[src/rtl/qpsk_tx_pkg.sv]
// rtl/qpsk_tx_pkg.sv - shared types and constants for the QPSK transmit path
//
// Contents:
//   qpsk_state_t      2-bit symbol timer state (IDLE, ARMED, RUN, DONE)
//   MSF_CP_FRANKFURT  carrier pulses per symbol for the Frankfurt carrier
//   MSF_CP_RUGBY      carrier pulses per symbol for the Rugby carrier
package qpsk_tx_pkg;

    typedef enum logic [1:0] {
        ST_IDLE  = 2'd0,
        ST_ARMED = 2'd1,
        ST_RUN   = 2'd2,
        ST_DONE  = 2'd3
    } qpsk_state_t;

    localparam int unsigned MSF_CP_FRANKFURT = 3100;
    localparam int unsigned MSF_CP_RUGBY     = 2400;

endpackage

[src/rtl/qpsk_symbol_timer.sv]
// rtl/qpsk_symbol_timer.sv - QPSK transmit symbol timer paced by MSF carrier pulses
//
// Paces symbol reads from the TX FIFO. It starts on the first second marker
// after arming, issues one strobe every cp_per_symbol carrier pulses, and
// optionally re-aligns on later markers. It also supports a finite frame
// length and flags FIFO underrun.
//
// Parameters:
//   CNT_W    carrier counter width
//   FRAME_W  symbol index / frame length width
//   RESYNC   1 = re-align on every marker while running, 0 = first marker only
//
// Ports:
//   clk                  system clock, rising edge
//   rst                  synchronous active-high reset
//   msf_carrier_pulse    one-cycle carrier tick
//   one_sec_pulse        second marker, qualified by msf_carrier_pulse
//   cp_per_symbol        carrier pulses per symbol, sampled on arming (0 acts as 1)
//   frame_len            symbols per frame, sampled on arming (0 = continuous)
//   qpsk_enable          level: 1 = run, 0 = abort to IDLE
//   symbol_valid         FIFO has data
//   msf_carrier_counter  carrier count within the current symbol
//   next_output          one-cycle symbol strobe (tready request)
//   qpsk_go              high while running
//   symbol_index         strobes issued in this frame
//   frame_done           one-cycle pulse on frame completion
//   underrun             sticky: a strobe was issued with symbol_valid low
module qpsk_symbol_timer
    import qpsk_tx_pkg::*;
#(
    parameter int CNT_W   = 16,
    parameter int FRAME_W = 12,
    parameter bit RESYNC  = 1'b1
) (
    input  logic               clk,
    input  logic               rst,
    input  logic               msf_carrier_pulse,
    input  logic               one_sec_pulse,
    input  logic [CNT_W-1:0]   cp_per_symbol,
    input  logic [FRAME_W-1:0] frame_len,
    input  logic               qpsk_enable,
    input  logic               symbol_valid,
    output logic [CNT_W-1:0]   msf_carrier_counter,
    output logic               next_output,
    output logic               qpsk_go,
    output logic [FRAME_W-1:0] symbol_index,
    output logic               frame_done,
    output logic               underrun
);

    localparam logic [CNT_W-1:0]   CNT_ONE = CNT_W'(1);
    localparam logic [FRAME_W-1:0] IDX_ONE = FRAME_W'(1);

    qpsk_state_t        state;
    logic [CNT_W-1:0]   cp_last;      // latched divisor minus one
    logic [FRAME_W-1:0] frame_len_q;
    logic               sym_boundary;
    logic               frame_end;

    // A marker realign takes priority over the wrap; both land on count 0,
    // so a marker coinciding with a wrap still yields a single strobe.
    assign sym_boundary = (RESYNC && one_sec_pulse) || (msf_carrier_counter == cp_last);

    // Boundary that would issue strobe frame_len+1 ends the frame instead.
    assign frame_end = (frame_len_q != '0) && (symbol_index == frame_len_q);

    always_ff @(posedge clk) begin
        if (rst) begin
            state               <= ST_IDLE;
            cp_last             <= '0;
            frame_len_q         <= '0;
            msf_carrier_counter <= '0;
            next_output         <= 1'b0;
            qpsk_go             <= 1'b0;
            symbol_index        <= '0;
            frame_done          <= 1'b0;
            underrun            <= 1'b0;
        end else begin
            next_output <= 1'b0;
            frame_done  <= 1'b0;

            if (!qpsk_enable) begin
                // Abort: counter and symbol_index stay for inspection.
                state   <= ST_IDLE;
                qpsk_go <= 1'b0;
            end else begin
                case (state)
                    ST_IDLE: begin
                        state        <= ST_ARMED;
                        // A divisor of 0 behaves as 1: compare value is 0 either way.
                        cp_last      <= (cp_per_symbol == '0) ? '0 : cp_per_symbol - CNT_ONE;
                        frame_len_q  <= frame_len;
                        underrun     <= 1'b0;
                        symbol_index <= '0;
                    end

                    ST_ARMED: begin
                        if (msf_carrier_pulse && one_sec_pulse) begin
                            state               <= ST_RUN;
                            msf_carrier_counter <= '0;
                            next_output         <= 1'b1;
                            qpsk_go             <= 1'b1;
                            symbol_index        <= IDX_ONE;
                            if (!symbol_valid) begin
                                underrun <= 1'b1;
                            end
                        end
                    end

                    ST_RUN: begin
                        if (msf_carrier_pulse) begin
                            if (sym_boundary) begin
                                msf_carrier_counter <= '0;
                                if (frame_end) begin
                                    state      <= ST_DONE;
                                    frame_done <= 1'b1;
                                    qpsk_go    <= 1'b0;
                                end else begin
                                    // Strobe is never stalled by an empty FIFO.
                                    next_output  <= 1'b1;
                                    symbol_index <= symbol_index + IDX_ONE;
                                    if (!symbol_valid) begin
                                        underrun <= 1'b1;
                                    end
                                end
                            end else begin
                                msf_carrier_counter <= msf_carrier_counter + CNT_ONE;
                            end
                        end
                    end

                    ST_DONE: begin
                        // Hold until qpsk_enable falls.
                    end

                    default: begin
                        state <= ST_IDLE;
                    end
                endcase
            end
        end
    end

endmodule
[config.mk]
export PLATFORM = sky130hd
export DESIGN_NAME = qpsk_symbol_timer
export DESIGN_NICKNAME = d
export VERILOG_FILES = /design/src/rtl/qpsk_tx_pkg.sv /design/src/rtl/qpsk_symbol_timer.sv
export SDC_FILE = /design/constraint.sdc
export NUM_CORES = 1
export LEC_CHECK = 0
export ABC_CLOCK_PERIOD_IN_PS = 2000
export BUFFER_PORTS_ARGS = -buffer_cell sky130_fd_sc_hd__buf_2
export CAP_MARGIN = 20
export CORE_MARGIN = 5
export CORE_UTILIZATION = 35
export CTS_CLUSTER_SIZE = 14
export DETAILED_ROUTE_END_ITERATION = 12
export GPL_ROUTABILITY_DRIVEN = 0
export SLEW_MARGIN = 5
export SYNTH_ARGS = -nofsm -noshare
export SYNTH_HDL_FRONTEND = slang
export SYNTH_SLANG_ARGS = --single-unit
[constraint.sdc]
create_clock -name clk -period 2 [get_ports clk]
set_clock_uncertainty 0.15 [all_clocks]
set_input_delay 0.1 -clock clk [delete_from_list [all_inputs] [get_ports clk]]
set_output_delay 0.1 -clock clk [all_outputs]
set_load 0.05 [all_outputs]
# Yosys cells after proc, flatten, opt, wreduce, memory -nomap -nowiden
# Cells that the tools add are included.
# totals
regBits	62
latchBits	0
ram_bits	0
romBits	0
input_bits	34
elab_cells	72
mem_count	0
# classes
n_addsub	3
mul	0
n_div	0
n_lt_le_gt_ge	0
n_eq_ne	9
shift	0
n_mux	32
bitwise_logic	4
reduce_logical	15
# ops
operator	n
16-bit 2-to-1 mux	4
12-bit 2-to-1 mux	4
12-bit case mux with 3 select lines	1
16-bit case mux with 2 select lines	1
16-bit by 1-bit adder with 16-bit output, second input constant	1
16-bit == test	1
16-bit logical NOT	1
16-bit by 1-bit subtractor with 16-bit output, second input constant	1
1-bit 2-to-1 mux	14
12-bit by 1-bit adder with 12-bit output, second input constant	1
12-bit == test	1
12-bit nonzero test	1
2-bit != test, second input constant	5
5-bit AND reduction	2
2-bit 2-to-1 mux	4
2-bit case mux with 3 select lines	1
6-bit AND reduction	1
5-bit OR reduction	1
1-bit inverter	4
1-bit case mux with 2 select lines	2
4-bit AND reduction	1
1-bit case mux with 3 select lines	1
3-bit nonzero test	1
2-bit by 1-bit == test with 1-bit output, second input constant	1
7 further kinds	8

# Longest topological paths before layout
# Gate-level depths: netlist (run 1).
# depth
ltp_word	6
depth_mapped	9
depth_no_buf	7

# Worst setup path before layout (run 1)
# No wires, ideal clock.
# synth_timing
kind	reg2reg
startpoint	register symbol_index[8]
endpoint	register symbol_index[10]
setup_time_ns	0.083
arrival_ns	2.023
required_ns	1.767
slack_ns	-0.257
path_stages_with_launch	8
n_path_buf	2
period_less_slack_ns	2.257
cell_sequence	dfxtp_1 -> buf_2 -> xnor2_2 -> and4_1 -> a41oi_4 -> a211o_1 -> buf_2 -> o221ai_1
# synth_via
elab_chain_len	5
# synth_rtl
item	line	rtl
start, declared	qpsk_symbol_timer.sv:46	output logic [FRAME_W-1:0] symbol_index,
start signal, assigned	qpsk_symbol_timer.sv:121	symbol_index <= symbol_index + IDX_ONE;
12-bit by 1-bit adder with 12-bit output	qpsk_symbol_timer.sv:121	
12-bit 2-to-1 mux	qpsk_symbol_timer.sv:114	if (frame_end) begin
12-bit 2-to-1 mux	qpsk_symbol_timer.sv:112	if (sym_boundary) begin
12-bit 2-to-1 mux	qpsk_symbol_timer.sv:111	if (msf_carrier_pulse) begin
12-bit case mux with 3 select lines	qpsk_symbol_timer.sv:87	case (state)
# Parallel ways exist; a longest one is shown, timed or not. The select of a mux whose other input is x is not followed.
# A chain may end at the register's enable or synchronous reset.

# Worst setup path in the final report (run 1)
# layout_timing
startpoint	register symbol_index[6]
endpoint	register underrun
# layout_via
elab_chain_len	4
# layout_rtl
item	line	rtl
12-bit == test	qpsk_symbol_timer.sv:65	assign frame_end = (frame_len_q != '0) && (symbol_index == frame_len_q);
1-bit logical AND	qpsk_symbol_timer.sv:65	
2-bit != test (no line)	n/a	
6-bit AND reduction (no line)	n/a	
end signal, assigned	qpsk_symbol_timer.sv:77	underrun <= 1'b0;
end signal, assigned	qpsk_symbol_timer.sv:93	underrun <= 1'b0;
end signal, assigned	qpsk_symbol_timer.sv:105	underrun <= 1'b1;
end, declared	qpsk_symbol_timer.sv:48	output logic underrun
# Every way passes these cells.

==> results.yml, run 1 <==
min_path:
  worst_hold_path.endpoint: "cp_last[9]"
  worstHoldPathCells: 4
  timing.hold.worst.class: "in2reg"
  hp-start: "cp_per_symbol[9]"
floorplan:
  number_of_cell_rows: 36
  placeableCoreArea_um2: 9774
  initial_core_util_pct: 36.01
  fp.dieArea_um2: 12160
  die_y_um: 110.3
  die_x_um: 110.3
  io_pins: 66
cells_and_area:
  seq_area_um2: 1287
  multiInputGateArea_um2: 2283
  fillers: 923
  post_route_cells_drive_above_1_share_pct: 37.54
  layout.cells.most_common: "buf_2"
  finish.utilization_pct: 50.91
  area_growth_pct: 41.38
  final_cell_mix: "65 x buf_2, 61 x buf_4, 50 x nand2_1"
  layout.cells.non_filler: 695
  antenna_cells: 0
  final_nets: 601
global_routing:
  initial_antenna_violation_count: 0
  grt_start_max_net_pins: 29
  grt_first_pass_wirelength_mm: 16.79
  grt_util_all_layers_pct: 17.75
  globalRoute.totalOverflow: 0
  grt_pass1_vias: 3371
setup_path:
  path_class: "reg2reg"
  worstReg2RegStart: "symbol_index[6]"
  cp_data_required_time_ns: 2.14
  r2r_cells: 6
  crit_arrival_ns: 2.11
  ff2ff_setup_slack_ns: 0.03
  crit_path_cell_trace: "xnor2_1 > and4_4 > a41oi_4 > buf_6 > a2111oi_2 > nand3b_1"
  cp_num_buf_inv: 1
  critPathSlowestCell: "a2111oi_2"
  worstSetupEndpointType: "register"
  timing.critical_path.max_delay_family: "compound AO/OA/AOI/OAI gates"
  worst_path_largest_cell_delay_ns: 0.35
  timing.critical_path.from_type: "register"
  crit_fanout: 6
  critical_path.reg2reg.endpoint: "underrun"
route:
  drc_errors_left: 0
  met3RoutedLength_um: 663
  total_via_count_after_detailed_routing: 3589
  avgViaCountPerCell: 5.164
  drt.antenna.violating_nets: 0
  topRoutingLayerUsed: "met4"
  met1_wl_mm: 4.986
  drt_iter0_markers: 200
  detail_route.first_pass.iterations: 5
  detail_route.wirelength_mm: 10.51
  wl_per_cell_um: 15.13
  wl_met2_mm: 4.693
power_and_ir_drop:
  power.ir.vdd_worst_mv: 0.2168
  power.share.switching_pct: 28.54
  power_frac_seq_pct: 45.4
  internal_power_mw: 2.084
  p_total_mw: 2.916
  total_leakage_power_nw: 2.030
  total_switching_power_mw: 0.8323
  clock_network_fraction_of_total_power_pct: 33.5
  combPwrFrac_pct: 21.1
  pwr_density_cell_nw_per_um2: 586.1
clock_tree:
  max-clock-path-buffers: 2
  insertion_delay_ns: 0.34
  htree_num_levels: 3
  tritoncts_num_sinks: 62
  clkSlewWorstSetupHoldPaths_ns: 0.07
  cts.root.buffer_cell: "clkbuf_8"
  cts_made_buffers: 9
  tritoncts: "yes"
yosys:
  synth_area_per_inst_um2: 8.400
  synth-seq-cells: 62
  synth.yosys.seq_area_share_pct: 35.26
  synth-async-reset-ratio_pct: 0
  postSynth.topFlopCell: "dfxtp_1"
  synth_edf_count: 0
  yosys_warnings: 0
  synth_cells: 419
  synthesis.area_um2: 3520
  syn_nets: 462
  ys_types: 50
place:
  dpl.hpwl_mm: 7.593
  io_buffer_count: 65
  dp.cells: 652
sta:
  finalSetupViolCount: 0
  relSlewSlack_pct: 73.60
  rsz0062_at_grt: "true"
  final_max_slew_viol_count: 0
  timing_worst_slew_pin_value_ns: 0.3945
  hold-worst-slack_ns: 0.007106
  fin_crit_ns: 1.969
  timing.final.hold_violations: 0
  fin_setup_tns_ns: 0
  timing.final.crit_share_pct: 98.45
  fmax_ghz: 0.5079
flow_run:
  max_cap_viol_count: 0
status:
  status: "completed"
[how the worst max path moves through the flow]
stage	start	end	depth (start not counted)	slack, ns
after floorplan	state[0]	msf_carrier_counter[10]	9	-0.02
after global placement	state[1]	msf_carrier_counter[15]	8	-0.07
after detailed placement	state[1]	symbol_index[6]	7	-0.09
after CTS	msf_carrier_counter[3]	symbol_index[5]	6	-0.01
after global routing	msf_carrier_counter[6]	frame_done	7	-0.04
final	symbol_index[6]	underrun	6	0.03
[worst register-to-register path, stage by stage (launching register included)]
cell and delay [ns]:
dfxtp_2 0.34, xnor2_1 0.25, and4_4 0.28, a41oi_4 0.20
buf_6 0.19, a2111oi_2 0.35, nand3b_1 0.14
[cell families (layout without fill, tap and decap cells)]
family          after synthesis  in the layout  share of synthesized area [%]
buf+inv                      38            181                          4.621
flops                        62             62                          35.26
xor+xnor                     54             54                          13.65
simple gates                185            185                          27.84
compound gates               65             65                          13.69
mux                           6              6                          1.742
fa+ha+maj                     9              9                          3.199
[cells in the mapped netlist (all sizes together), types with 2 or more instances]
cell     n  share of area (%)
ha       9                3.2
mux2i    5                1.4
nand2   50                5.3
o21ai    6               0.85
inv     20                2.1
nand3   21                3.0
a41oi    3                1.3
and4     4                1.0
nand4   15                2.7
clkbuf  12                1.3
and2     4               0.71
buf      6                1.2
xnor2   32                8.2
dfxtp   62                 35
xor2    22                5.5
o31a     3               0.75
nand2b   3               0.53
nor4    15                3.7
nand4b   2               0.50
a22oi   13                2.8
a21oi   18                2.6
nor2    28                3.0
nand3b   6                1.3
nor3b    3               0.64
o211ai   5                1.1
a21boi   2               0.53
nor3    23                3.3
or3      3               0.53
o221ai   7                1.7
and3     3               0.53
o21a     2               0.43
[per-stage QoR]
stage,instance area [µm²],worst slack [ns]
after floorplan,3566,-0.01543
after detailed placement,4373,-0.08721
after CTS,4800,-0.01289
after global placement,4373,-0.06678
final,4976,0.03091
after global routing,4976,-0.03839
[timing repair]
item / CTS / global route
cloned: 0 / 0
hold endpoints to repair: 17 / 0
setup endpoints to repair: 15 / 35
hold buffers: 17 / 0
buffers inserted: 6 / 5
pin swaps: 5 / 8
gates resized for setup: 9 / 32
[per-layer routing]
metal	vias to the layer above	track usage, %
li1	1784	-
met1	1668	25.64
met2	123	26.47
met3	14	2.970
met4	0	6.420
met5	-	0
[flip-flops by register name, indices dropped and copies added, names as in the netlist]
register / flops
state: 2
underrun: 1
next_output: 1
msf_carrier_counter: 16
frame_done: 1
cp_last: 16
qpsk_go: 1
symbol_index: 12
frame_len_q: 12
[power groups by stage]
stage               combinational [mW]  sequential, mW  clock [mW]
finish                           0.616            1.32       0.977
global route                     0.669            1.33        1.06
CTS                              0.555            1.32       0.996
detailed placement               0.483            1.35           0
global placement                 0.477            1.35           0
floorplan                        0.308            1.35           0
[final cells by class]
type	count	share of cell area, %
Inverter	20	1.509
Clock inverter	1	0.1006
Clock buffer	14	3.269
Timing Repair Buffer	146	20.02
Sequential cell	62	25.87
Multi-Input combinational cell	319	45.89
Tap cell	133	3.344
Note: power is estimated with default switching activity, not from simulation.
==> run 2, diff against run 1 <==
--- a/config.mk
+++ b/config.mk
@@ -5,7 +5,7 @@
 export SDC_FILE = /design/constraint.sdc
 export NUM_CORES = 1
 export LEC_CHECK = 0
-export ABC_CLOCK_PERIOD_IN_PS = 2000
+export ABC_CLOCK_PERIOD_IN_PS = 2500
 export BUFFER_PORTS_ARGS = -buffer_cell sky130_fd_sc_hd__buf_2
 export CAP_MARGIN = 20
 export CORE_MARGIN = 5
==> constraint.sdc (replaced) <==
create_clock -name clk -period 2.5 [get_ports clk]
set_clock_uncertainty 0.15 [all_clocks]
set_input_delay 0.125 -clock clk [delete_from_list [all_inputs] [get_ports clk]]
set_output_delay 0.125 -clock clk [all_outputs]
set_load 0.05 [all_outputs]
==> run 2 against run 1 <==
Effect of this change: cell area fell by 11%; via count fell by 8.0%; wire length decreased by 10%; critical path depth increased by 1; first-iteration DRC count is 20% lower; maximum frequency is 14% lower; setup slack better by 0.18 ns; utilization is 5.4 points lower; largest cell class unchanged.
==> results.yml, run 2 (same netlist as run 1, synthesis figures left out) <==
cells_and_area:
  final_nets: 547
  antenna_cells: 0
  area_growth_pct: 26.27
  reg.largest.list: "cp_last (16), msf_carrier_counter (16)"
  post_route_cells_drive_above_1_share_pct: 20.63
  layout.cells.most_common: "buf_2"
  final_cell_mix: "65 x buf_2, 62 x dfxtp_1, 50 x nand2_1"
  finish.utilization_pct: 45.47
setup_path:
  crit_top_cell: "inv_1"
  crit_arrival_ns: 2.35
  worstSetupEndpointType: "register"
  timing.critical_path.from_type: "register"
  crit_fanout: 9
  worst_path_largest_cell_delay_ns: 0.51
  cp_data_required_time_ns: 2.56
  crit_path_cell_trace: "inv_1 > ha_1 > inv_1 > o21ai_0 > nor3_1 > a211o_1 > o221ai_1"
  critPathSlowestCell: "nor3_1"
  path_class: "reg2reg"
global_routing:
  grt_pass1_vias: 3170
  grt_first_pass_wirelength_mm: 15.69
  grt_util_all_layers_pct: 16.36
  grt_start_max_net_pins: 32
  initial_antenna_violation_count: 0
  globalRoute.totalOverflow: 0
power_and_ir_drop:
  power.ir.vdd_worst_mv: 0.3288
  total_leakage_power_nw: 1.755
  pwr_density_cell_nw_per_um2: 592.0
place:
  dpl.hpwl_mm: 6.970
  io_buffer_count: 65
  pre_cts_ws_ns: 0.2257
floorplan:
  io_pins: 66
  fp.dieArea_um2: 12160
  die_x_um: 110.3
  placeableCoreArea_um2: 9774
  number_of_cell_rows: 36
  initial_core_util_pct: 36.01
  die_y_um: 110.3
clock_tree:
  cts_made_buffers: 9
  tritoncts: "yes"
  insertion_delay_ns: 0.35
  max-clock-path-buffers: 2
  clkSlewWorstSetupHoldPaths_ns: 0.07
  htree_num_levels: 3
  cts.root.buffer_cell: "clkbuf_8"
  tritoncts_num_sinks: 62
route:
  total_via_count_after_detailed_routing: 3302
  detail_route.first_pass.iterations: 4
  drt.antenna.violating_nets: 0
  avgViaCountPerCell: 5.143
  drt_iter0_markers: 160
  detail_route.wirelength_mm: 9.457
  drc_errors_left: 0
  wl_per_cell_um: 14.73
min_path:
  timing.hold.worst.class: "in2reg"
flow_run:
  max_cap_viol_count: 0
sta:
  fmax_ghz: 0.4360
  rsz0062_at_grt: "false"
  timing_worst_slew_pin_value_ns: 0.7286
  relSlewSlack_pct: 50.74
  fin_setup_tns_ns: 0
  finalSetupViolCount: 0
  fin_crit_ns: 2.293
  timing.final.crit_share_pct: 91.74
  final_max_slew_viol_count: 0
  timing.final.ws_setup_ns: 0.2066
  timing.final.hold_violations: 0
status:
  status: "completed"
[run 2: cell type report]
cell class / instances / area (µm²)
Multi-Input combinational cell: 319 / 2125
Inverter: 20 / 75.07
Clock buffer: 9 / 123.9
Timing Repair Buffer: 92 / 568.0
Sequential cell: 62 / 1241
Tap cell: 133 / 166.4
Clock inverter: 7 / 145.1
Fill cell: 988 / 5330
[run 2: layer usage]
metal,part of all wire (%),global-route usage [%]
met5,0,0
met4,1.2,5.453
met3,3.7,2.970
met2,46,25.26
met1,49,22.99
[run 2: stage by stage]
stage / hold WS [ns] / total power [mW] / instances / area (µm²)
after global placement: 0.2209 / 1.426 / 609 / 3999
after floorplan: 0.1074 / 1.326 / 419 / 3520
after detailed placement: 0.2240 / 1.433 / 609 / 3999
after global routing: 0.06241 / 2.740 / 642 / 4444
after CTS: 0.01170 / 2.651 / 641 / 4428
final: 0.02311 / 2.631 / 642 / 4444
[run 2: path summary, 6_finish.rpt]
check              startpoint              end  slack [ns]  cells past startpoint
max                  state[1]  symbol_index[8]        0.21                      7
min          cp_per_symbol[9]       cp_last[9]        0.02                      4
min reg2reg       cp_last[14]      cp_last[14]        0.33                      2
max reg2reg          state[1]  symbol_index[8]        0.21                      7
[run 2: timing repair]
action,in CTS,in global routing
setup buffers,0,1
endpoints found under the hold margin,16,0
resized for setup,0,2
hold buffers,16,0
setup endpoints to repair,0,7
[run 2: critical path, delay by kind of cell, from the launching register on]
kind                       cells  cell delay, ns
and+or+nand+nor                1            0.51
buffers and inverters          2            0.21
adders and majority gates      1            0.23
AOI/OAI and AO/OA              3            0.68
DFF                            1            0.37
[run 2: where the power goes]
| part | switching [mW] | internal (mW) | total, mW | leakage (nW) |
|---|---|---|---|---|
| logic | 0.214 | 0.158 | 0.372 | 1.12 |
| registers | 0.0377 | 1.02 | 1.06 | 0.504 |
| clock network | 0.428 | 0.768 | 1.20 | 0.130 |
| total | 0.680 | 1.95 | 2.63 | 1.76 |
